**src/rtl/stopwatch_ctrl.sv**
```systemverilog
// Centisecond stopwatch (SS.cc) driven by the divider's 100 Hz level and scan index.
// Start/pause/clear/lap control with a registered 7-segment digit/anode output stage.
module stopwatch_ctrl #(
    parameter bit TICK_BOTH_EDGES = 1'b0,
    parameter bit AN_ACTIVE_LOW   = 1'b1
) (
    input  logic       clk,
    input  logic       rst,
    input  logic       tick_lvl,
    input  logic [1:0] scan_sel,
    input  logic       btn_start,
    input  logic       btn_lap,
    input  logic       btn_clr,
    output logic       running,
    output logic       lap_active,
    output logic       ovf,
    output logic [3:0] ssd_bcd,
    output logic [3:0] ssd_an,
    output logic       dp_n
);

    localparam int unsigned DIGITS  = 4;
    localparam int unsigned DIGIT_W = 4;

    typedef enum logic [1:0] {
        S_IDLE  = 2'd0,
        S_RUN   = 2'd1,
        S_PAUSE = 2'd2
    } state_t;

    state_t state, state_nxt;

    logic [DIGITS-1:0][DIGIT_W-1:0] count, count_nxt, count_inc;
    logic [DIGITS-1:0][DIGIT_W-1:0] lap_reg, lap_nxt, disp;
    logic                           lap_active_nxt, ovf_nxt;
    logic                           tick_d, tick_ev, wrap;
    logic [DIGIT_W-1:0]             digit;
    logic [3:0]                     an_onehot;
    logic                           dp_on;

    always_comb begin
        tick_ev = TICK_BOTH_EDGES ? (tick_lvl ^ tick_d) : (tick_lvl & ~tick_d);
    end

    // BCD ripple increment; wrap is the carry out of the seconds-tens digit
    always_comb begin
        count_inc = count;
        wrap      = 1'b1;
        for (int i = 0; i < int'(DIGITS); i++) begin
            if (wrap) begin
                if (count[i] == DIGIT_W'(9)) begin
                    count_inc[i] = '0;
                end else begin
                    count_inc[i] = count[i] + DIGIT_W'(1);
                    wrap         = 1'b0;
                end
            end
        end
    end

    // Next-state and datapath updates; btn_clr > btn_start > btn_lap
    always_comb begin
        state_nxt      = state;
        count_nxt      = count;
        lap_nxt        = lap_reg;
        lap_active_nxt = lap_active;
        ovf_nxt        = ovf;
        case (state)
            S_IDLE: begin
                if (!btn_clr && btn_start) begin
                    state_nxt = S_RUN;
                end
            end
            S_RUN: begin
                if (!btn_clr) begin
                    if (btn_start) begin
                        state_nxt = S_PAUSE;
                    end else if (btn_lap) begin
                        if (lap_active) begin
                            lap_active_nxt = 1'b0;
                        end else begin
                            lap_nxt        = count;
                            lap_active_nxt = 1'b1;
                        end
                    end
                end
                // The tick still counts on the cycle a start pulse pauses the watch
                if (tick_ev) begin
                    count_nxt = count_inc;
                    if (wrap) begin
                        ovf_nxt = 1'b1;
                    end
                end
            end
            S_PAUSE: begin
                if (btn_clr) begin
                    state_nxt      = S_IDLE;
                    count_nxt      = '0;
                    lap_nxt        = '0;
                    lap_active_nxt = 1'b0;
                    ovf_nxt        = 1'b0;
                end else if (btn_start) begin
                    state_nxt = S_RUN;
                end else if (btn_lap) begin
                    lap_active_nxt = 1'b0;
                end
            end
            default: begin
                state_nxt = S_IDLE;
            end
        endcase
    end

    always_comb begin
        disp      = lap_active ? lap_reg : count;
        digit     = disp[scan_sel];
        an_onehot = 4'b0001 << scan_sel;
        dp_on     = (scan_sel == 2'd2);
    end

    always_ff @(posedge clk) begin
        if (rst) begin
            state      <= S_IDLE;
            count      <= '0;
            lap_reg    <= '0;
            lap_active <= 1'b0;
            ovf        <= 1'b0;
            tick_d     <= 1'b1;
            running    <= 1'b0;
            ssd_bcd    <= '0;
            ssd_an     <= AN_ACTIVE_LOW ? 4'b1111 : 4'b0000;
            dp_n       <= AN_ACTIVE_LOW;
        end else begin
            state      <= state_nxt;
            count      <= count_nxt;
            lap_reg    <= lap_nxt;
            lap_active <= lap_active_nxt;
            ovf        <= ovf_nxt;
            tick_d     <= tick_lvl;
            running    <= (state_nxt == S_RUN);
            ssd_bcd    <= digit;
            ssd_an     <= AN_ACTIVE_LOW ? ~an_onehot : an_onehot;
            dp_n       <= AN_ACTIVE_LOW ? ~dp_on : dp_on;
        end
    end

endmodule

```
**config.mk**
```make
export PLATFORM = sky130hd
export DESIGN_NAME = stopwatch_ctrl
export DESIGN_NICKNAME = d
export VERILOG_FILES = /design/src/rtl/stopwatch_ctrl.sv
export SDC_FILE = /design/constraint.sdc
export NUM_CORES = 1
export LEC_CHECK = 0
export CORE_MARGIN = 2
export CORE_UTILIZATION = 31
export CTS_CLUSTER_DIAMETER = 60
export DETAILED_ROUTE_END_ITERATION = 16
export SLEW_MARGIN = 20
export SYNTH_ARGS = -nofsm -noshare
export SYNTH_HDL_FRONTEND = slang
export SYNTH_SLANG_ARGS = --single-unit
export TNS_END_PERCENT = 1
```
**constraint.sdc**
```tcl
create_clock -name clk -period 1.8 [get_ports clk]
set_clock_uncertainty 0.05 [all_clocks]
set_input_delay 0.18 -clock clk [delete_from_list [all_inputs] [get_ports clk]]
set_output_delay 0.18 -clock clk [all_outputs]
set_load 0.01 [all_outputs]
```
==> run summary, run 1 <==
Most common cell after layout, fill and taps aside: dfxtp_1
CP arrival: 1940 ps
Crit share post-route: 96.9%
Die Y-Extent: 94.2 um
Synth area leaders: dfxtp_1 (37%), mux2i_1 (12%), ha_1 (6.0%), nor2_1 (6.0%), mux4_2 (3.6%)
H-Tree Depth: 2
Actual slew at the worst max-slew pin: 383 ps
Final worst slack: 55.2 ps
Layout cell share with drive strength beyond 1: 22.5%
Post-layout min period: 1740 ps
Post-synth EDFFs: 0
Placed cell count: 407
Most frequent cells in the layout: dfxtp_1 (44), nor2_1 (40), buf_4 (31)
Adder-Cell Fraction of Synth Area: 5.96%
Die ar.: 8870 um2
Worst Path Required: 1990 ps
Initial Util: 32.3%
Post-placement setup slack: -202 ps
Worst-Skew Late Latency: 310 ps
Fin nets: 334
CTS tree: yes
Met2 WL post-DR: 2820 um
XOR/XNOR Fraction of Synth Area: 0%
Top routing layer in use: met4
Area Overhead vs Synth: 27.7%
Largest family of logic cells by synthesized area: simple AND/OR/NAND/NOR gates
Slew HR: 74.5%
Root buffer cell: clkbuf_8
Drt wl/cell: 14.0 um
CTS Buffer Depth: 2
Worst VDD drop: 0.285 mV
Tightest Hold Check Type: input pin to flip-flop
Post-synth net total: 292
Yosys cell types: 51
Final Hold Fails: 0
Synth area leader: dfxtp_1
Max_cap viols: 0
Number of diodes: 0
Final WL: 5820 um
Via count: 2097
First-pass GRT wire length: 9700 um
RSZ-0062 raised after global routing: true
Clock Sinks: 46
Die width: 94.2 um
CP Capture Type: flip-flop
Endpoints failing setup: 0
Ys async rst share: 0%
Post-CTS Hold Buffers: 0
Gpl congestion: 0.849
Post-Synth Simple-Gate Area: 19.7%
Congestion Overflow GR: 0
Fmax: 0.573 GHz
Non-Filler Instances: 417
Synthesized area: 2520 um2
Std cell rows: 32
Power Total: 2300 uW
Slew Viols, Final: 0
Largest net degree at the start of global routing: 24
Syn avg cell area: 9.26 um2
Vias per inst: 5.03
Port Buf Inserts: 19
Wl on met1: 2730 um
Mapped Cells: 272
Mux share of post-synthesis cell area: 15.1%
Leakage Power: 0.00115 uW
IO Count: 20
Kind of critical path: flip-flop to flip-flop
Compound-cell area share of the yosys netlist: 17.0%
Crit start category: flip-flop
Final HPWL DP: 4240 um
Core area: 7810 um2
Vias in the first global route: 2044
Pwr/cell area: 716 nW/um2
Warnings from Yosys: 0
Routed Antenna Nets: 0
Top-area cell type share of the netlist area: 36.5%
Ys flop type: dfxtp_1
Num CTS Buffers: 5
Initial antenna violation count: 0
CTS clk-pin slew, worst paths: 90 ps
Tot GR Track Use: 13.9%
Status: finished clean
DRT iter0 DRCs: 125
Post-synthesis sequential area ratio: 36.5%
WL met3: 184 um
Number of synthesized register bits: 46
DR pass1 iterations: 4
DRC viols: 0
Crit path max fanout: 10
worst paths after layout:
path / startpoint / to / slack, ps / cells past startpoint
worst max register to register: state[0] / count[15] / 60 / 6
worst min register to register: lap_reg[2] / lap_reg[2] / 450 / 2
worst min-delay path: tick_lvl / tick_d / 430 / 2
worst max-delay path: state[0] / count[15] / 60 / 6
Yosys cell counts (3+ instances only):
cell type	number
and3b_1	5
mux2i_1	29
nand2_1	3
nand2b_1	6
dfxtp_1	46
ha_1	12
nand3_1	8
a22oi_1	4
inv_1	10
nor2_1	40
o21ai_1	9
nor3_1	9
mux4_2	4
nand3b_1	4
nand4_1	4
o31ai_1	4
nor2b_1	4
buf_2	5
a21oi_1	16
clkbuf_1	10
cells by family after synthesis:
kind of cell | Yosys count
AND/OR/NAND/NOR | 93
AO/OA/AOI/OAI | 56
buffers and inverters | 32
flip-flops | 46
multiplexers | 33
adder cells (fa/ha/maj) | 12
final cells by class:
type / instances / area, um2
Clock inverter: 3 / 23.8
Clock buffer: 5 / 68.8
Fill cell: 784 / 4590
Timing Repair Buffer: 55 / 505
Sequential cell: 46 / 926
Inverter: 12 / 47.5
Multi-Input combinational cell: 194 / 1520
Tap cell: 102 / 128
power by group:
part | internal [uW] | total [uW] | switching (uW)
Clock | 278 | 667 | 389
Sequential | 1050 | 1070 | 19.6
Combinational | 273 | 564 | 290
Total | 1610 | 2300 | 699
per-layer routing:
layer / vias up / GRT usage [%]
met2: 31 / 23.6
met5: - / 0
met4: 0 / 5.07
li1: 1059 / -
met3: 4 / 2.65
met1: 1003 / 17.5
stage by stage:
stage,hold WS (ps),utilization [%],instance area (um2),setup TNS (ps)
floorplan,237,-,2530,0
global placement,422,38.8,3030,-4420
detailed placement,435,38.8,3030,-5030
CTS,429,40.0,3130,0
global route,446,41.2,3220,-50.6
finish,434,41.2,3220,0
worst max-delay path, stage by stage (launching register included):
cell	delay [ps]
dfxtp_2	340
inv_1	70
ha_4	160
and2b_4	160
a211o_2	410
a2111o_1	360
a21oi_1	130
timing repair:
item                       CTS  global route
pin swaps                    0             8
cloned                       0             0
setup buffers                0             2
resized for setup            3            14
hold endpoints to repair     0             0
setup endpoints to repair    9            25
No activity file was read; power rests on OpenSTA's default activity.
==> run 2: changes to the inputs <==
- ABC_AREA: default -> 1
- clock period: 1.8 -> 1.6 ns (I/O delays scaled with it)
==> run summary, run 2 <==
DRC viols: 0
Root buffer cell: clkbuf_8
Final HPWL DP: 3740 um
Max_cap viols: 0
Count leader, synth: nand2_1
CP arrival: 1710 ps
Initial Util: 31.9%
Layout cell share with drive strength beyond 1: 18.1%
Port Buf Inserts: 19
Most common cell after layout, fill and taps aside: nand2_1
Ys async rst share: 0%
Mapped Cells: 349
Worst VDD drop: 0.374 mV
Slew Viols, Final: 0
Number of synthesized register bits: 46
Synthesized area: 2460 um2
First-pass GRT wire length: 8910 um
Actual slew at the worst max-slew pin: 333 ps
Placed cell count: 466
Internal Power: 2000 uW
IO Count: 20
Drt wl/cell: 11.6 um
Crit path max fanout: 5
Cell family with the largest share of critical-path delay: flip-flops
Vias per inst: 4.67
Die ar.: 8670 um2
Slew HR: 77.6%
Top-area cell type share of the netlist area: 37.4%
Area Overhead vs Synth: 25.3%
CTS Buffer Depth: 2
Leakage Power: 0.00123 uW
H-Tree Depth: 2
Routed Antenna Nets: 0
Clock group share of total power: 24.6%
Initial antenna violation count: 0
Crit start category: flip-flop
Ys flop type: dfxtp_1
Synth area leaders: dfxtp_1 (37%), nand2_1 (9.8%), nor2_1 (9.1%), ha_1 (6.1%), a21oi_1 (5.3%)
Synth area leader: dfxtp_1
Fmax: 0.652 GHz
Most frequent cells in the layout: nand2_1 (60), nor2_1 (57), dfxtp_1 (43)
Die width: 93.1 um
CTS tree: yes
Syn avg cell area: 7.06 um2
Tightest Hold Check Type: flip-flop to flip-flop
Vias in the first global route: 2003
Sequential Power Share: 44.3%
Sequential cell area: 925 um2
Power Total: 2970 uW
Post-layout min period: 1530 ps
Post-synthesis sequential area ratio: 37.4%
Post-synth EDFFs: 0
Critical path's slowest cell: dfxtp_2
Congestion Overflow GR: 0
Number of diodes: 0
Pwr/cell area: 962 nW/um2
Via count: 2256
Endpoints failing setup: 0
Gpl congestion: 0.817
Non-Filler Instances: 483
Kind of critical path: flip-flop to flip-flop
Num CTS Buffers: 5
Fin nets: 400
Crit share post-route: 95.8%
Final WL: 5610 um
Largest net degree at the start of global routing: 34
Worst-Skew Late Latency: 290 ps
Tot GR Track Use: 12.7%
Clock Sinks: 46
Slowest cell delay on critical path: 360 ps
Worst Path Required: 1780 ps
Bufs and invs on worst path: 3
Fillers: 779
Finished Cell Area: 3080 um2
Post-CTS Hold Buffers: 0
Setup_tns: 0 ps
P_sw: 967 uW
CP most frequent cell: nand2_4
Multi-input logic area: 1380 um2
Logic pwr share: 31.1%
RSZ-0062 raised after global routing: true
Area post-placement: 2800 um2
DRT iter0 DRCs: 102
Core area: 7730 um2
Yosys cell types: 37
Synth cell count leaders: nand2_1 (64), nor2_1 (60), dfxtp_1 (46), inv_1 (33), a21oi_1 (26)
Final Hold Fails: 0
CP Capture Type: flip-flop
Warnings from Yosys: 0
Std cell rows: 32
Final hold slack: 404 ps
Status: finished clean
Post-synth net total: 369
Worst path cell trace: inv_2, ha_4, nand2_4, nor2_4, nand2_4, buf_4, buf_6, a21oi_1
Die Y-Extent: 93.1 um
CTS clk-pin slew, worst paths: 80 ps
Switching part of the total power: 32.6%
DR pass1 iterations: 4
==> run 2: final timing paths <==
| check | start | end | slack [ps] | cells past startpoint |
|---|---|---|---|---|
| hold reg to reg | lap_reg[4] | lap_reg[4] | 400 | 2 |
| setup reg to reg | state[1] | lap_reg[3] | 70 | 8 |
| hold / removal | lap_reg[4] | lap_reg[4] | 400 | 2 |
| setup / recovery | state[1] | lap_reg[3] | 70 | 8 |
==> run 2: power by group through the flow <==
| stage | clock network, uW | registers, uW | logic (uW) |
|---|---|---|---|
| detailed placement | 0 | 1340 | 768 |
| global route | 805 | 1330 | 1030 |
| floorplan | 0 | 1340 | 547 |
| CTS | 763 | 1310 | 779 |
| finish | 729 | 1310 | 924 |
| global placement | 0 | 1340 | 762 |
==> run 2: cells by family after synthesis <==
group | count (synthesis) | synth area share [%]
fa+ha+maj | 12 | 6.10
simple gates | 160 | 29.0
buf+inv | 53 | 9.76
compound gates | 77 | 17.4
flops | 46 | 37.4
xor+xnor | 1 | 0.356
==> run 2: worst reg2reg max path, cell delays in order (launching register included) <==
cell and delay [ps]:
dfxtp_2 360, inv_2 70, ha_4 290, nand2_4 80, nor2_4 100, nand2_4 110, buf_4 150, buf_6 120
a21oi_1 130
==> run 2: stage by stage <==
step	util (%)	setup slack [ps]
final	39.9	66.8
after global routing	39.9	-31.8
after CTS	37.7	9.92
after detailed placement	36.3	-14.9
after global placement	36.3	8.57
after floorplan	-	18.4
==> run 2: layout make-up <==
class / count / area share [%]
well taps: 102 / 4.14
repair inverters: 1 / 0.162
multi-input cells: 250 / 44.6
clock inverters: 1 / 0.162
clock buffers: 7 / 2.80
flip-flops and latches: 46 / 30.0
repair buffers: 37 / 13.0
inverters: 39 / 5.15
==> run 2: layer usage <==
| layer | vias up | track usage (%) | wire (um) |
|---|---|---|---|
| li1 | 1184 | - | - |
| met1 | 1001 | 17.2 | 2680 |
| met2 | 60 | 19.8 | 2520 |
| met3 | 11 | 2.26 | 303 |
| met4 | 0 | 5.27 | 108 |
| met5 | - | 0 | 0 |
==> run 2: what timing repair did <==
action                     in CTS  in global routing
resized for setup               2                 30
cloned                          0                  4
setup buffers                   0                  5
pin swaps                       0                 10
setup endpoints to repair       4                 34
==> run 3: changes to the inputs <==
- MAX_ROUTING_LAYER: default -> met4
==> run summary, run 3 (synthesized netlist as in run 2, its figures left out) <==
Initial antenna violation count: 0
Slew HR: 78.1%
Slew Viols, Final: 0
Fin nets: 400
Layout cell share with drive strength beyond 1: 18.1%
Number of diodes: 0
Worst VDD drop: 0.373 mV
CTS Buffer Depth: 2
Post-layout min period: 1530 ps
Vias per inst: 4.67
Leakage Power: 0.00123 uW
RSZ-0062 raised after global routing: true
First-pass GRT wire length: 8910 um
Endpoints failing setup: 0
Tot GR Track Use: 13.0%
Root buffer cell: clkbuf_8
DR pass1 iterations: 5
Wl on met1: 2730 um
Actual slew at the worst max-slew pin: 328 ps
Crit path max fanout: 5
Met2 WL post-DR: 2580 um
Via count: 2254
CP Capture Type: flip-flop
Fillers: 779
Status: finished clean
Drt wl/cell: 11.6 um
Tightest Hold Check Type: flip-flop to flip-flop
Routed Antenna Nets: 0
Std cell rows: 32
Crit share post-route: 95.8%
H-Tree Depth: 2
Die Y-Extent: 93.1 um
Worst Path Required: 1780 ps
Area Overhead vs Synth: 25.3%
Most common cell after layout, fill and taps aside: nand2_1
Crit start category: flip-flop
WL met3: 241 um
CP arrival: 1710 ps
Final hold slack: 404 ps
Fmax: 0.653 GHz
CTS tree: yes
Kind of critical path: flip-flop to flip-flop
Die width: 93.1 um
Vias in the first global route: 2003
Worst-Skew Late Latency: 290 ps
Congestion Overflow GR: 0
Num CTS Buffers: 5
Core area: 7730 um2
Gpl congestion: 0.829
Final WL: 5620 um
CTS clk-pin slew, worst paths: 80 ps
Die ar.: 8670 um2
Largest net degree at the start of global routing: 34
DRT iter0 DRCs: 102
Port Buf Inserts: 19
Worst R2R Setup Slack: 70 ps
Clock Sinks: 46
Most frequent cells in the layout: nand2_1 (60), nor2_1 (57), dfxtp_1 (43)
Top routing layer in use: met4
DRC viols: 0
Initial Util: 31.9%
Max_cap viols: 0
Pwr/cell area: 961 nW/um2
IO Count: 20
Final HPWL DP: 3740 um
Power Total: 2970 uW
Final Hold Fails: 0
==> run 3: cell counts in the layout (fill, tap and decap cells not counted) <==
No cell type changed its count.
==> run 3: layout make-up <==
type,instances,area (um2),share of cell area (%)
clock buffer,7,86.3,2.80
tap,102,128,4.14
timing repair buffer,37,402,13.0
multi-input combinational,250,1380,44.6
inverter,39,159,5.15
timing repair inverter,1,5.00,0.162
clock inverter,1,5.00,0.162
sequential,46,925,30.0
==> run 3: path summary, 6_finish.rpt <==
| kind | end | cells after the start | startpoint |
|---|---|---|---|
| min reg2reg | lap_reg[5] | 2 | lap_reg[5] |
| min | lap_reg[5] | 2 | lap_reg[5] |
| max | lap_reg[4] | 8 | state[1] |
| max reg2reg | lap_reg[4] | 8 | state[1] |
==> run 3: where the power goes <==
| group | internal, uW | total [uW] | switching (uW) |
|---|---|---|---|
| sequential | 1250 | 1310 | 59.7 |
| clock | 349 | 727 | 378 |
| combinational | 397 | 924 | 528 |
| total | 2000 | 2970 | 965 |
==> run 3: stage by stage <==
stage | util (%) | setup WS [ps] | instances | instance area [um2] | TNS, ps
final | 39.9 | 67.8 | 483 | 3080 | 0
after global placement | 36.3 | 8.57 | 466 | 2800 | 0
after detailed placement | 36.3 | -14.9 | 466 | 2800 | -38.3
after CTS | 37.7 | 9.92 | 474 | 2910 | 0
after global routing | 39.9 | -31.9 | 483 | 3080 | -68.7
after floorplan | - | 18.4 | 349 | 2460 | 0
==> run 3: worst max-delay path: stages (launching register included) <==
cell	delay (ps)
dfxtp_2	360
inv_2	70
ha_4	290
nand2_4	80
nor2_4	100
nand2_4	110
buf_4	150
buf_6	120
a21oi_1	130
==> run 3: what timing repair did <==
item / in CTS / in global routing
setup buffers: 0 / 5
pin swaps: 0 / 10
setup endpoints to repair: 4 / 34
cloned: 0 / 4
gates resized for setup: 2 / 30
hold buffers: 0 / 0
==> run 3: metal layers <==
| layer | track usage (%) | vias up |
|---|---|---|
| met3 | 2.10 | 6 |
| met4 | 5.27 | 0 |
| met5 | - | - |
| met1 | 17.3 | 1011 |
| met2 | 19.8 | 53 |
| li1 | - | 1184 |
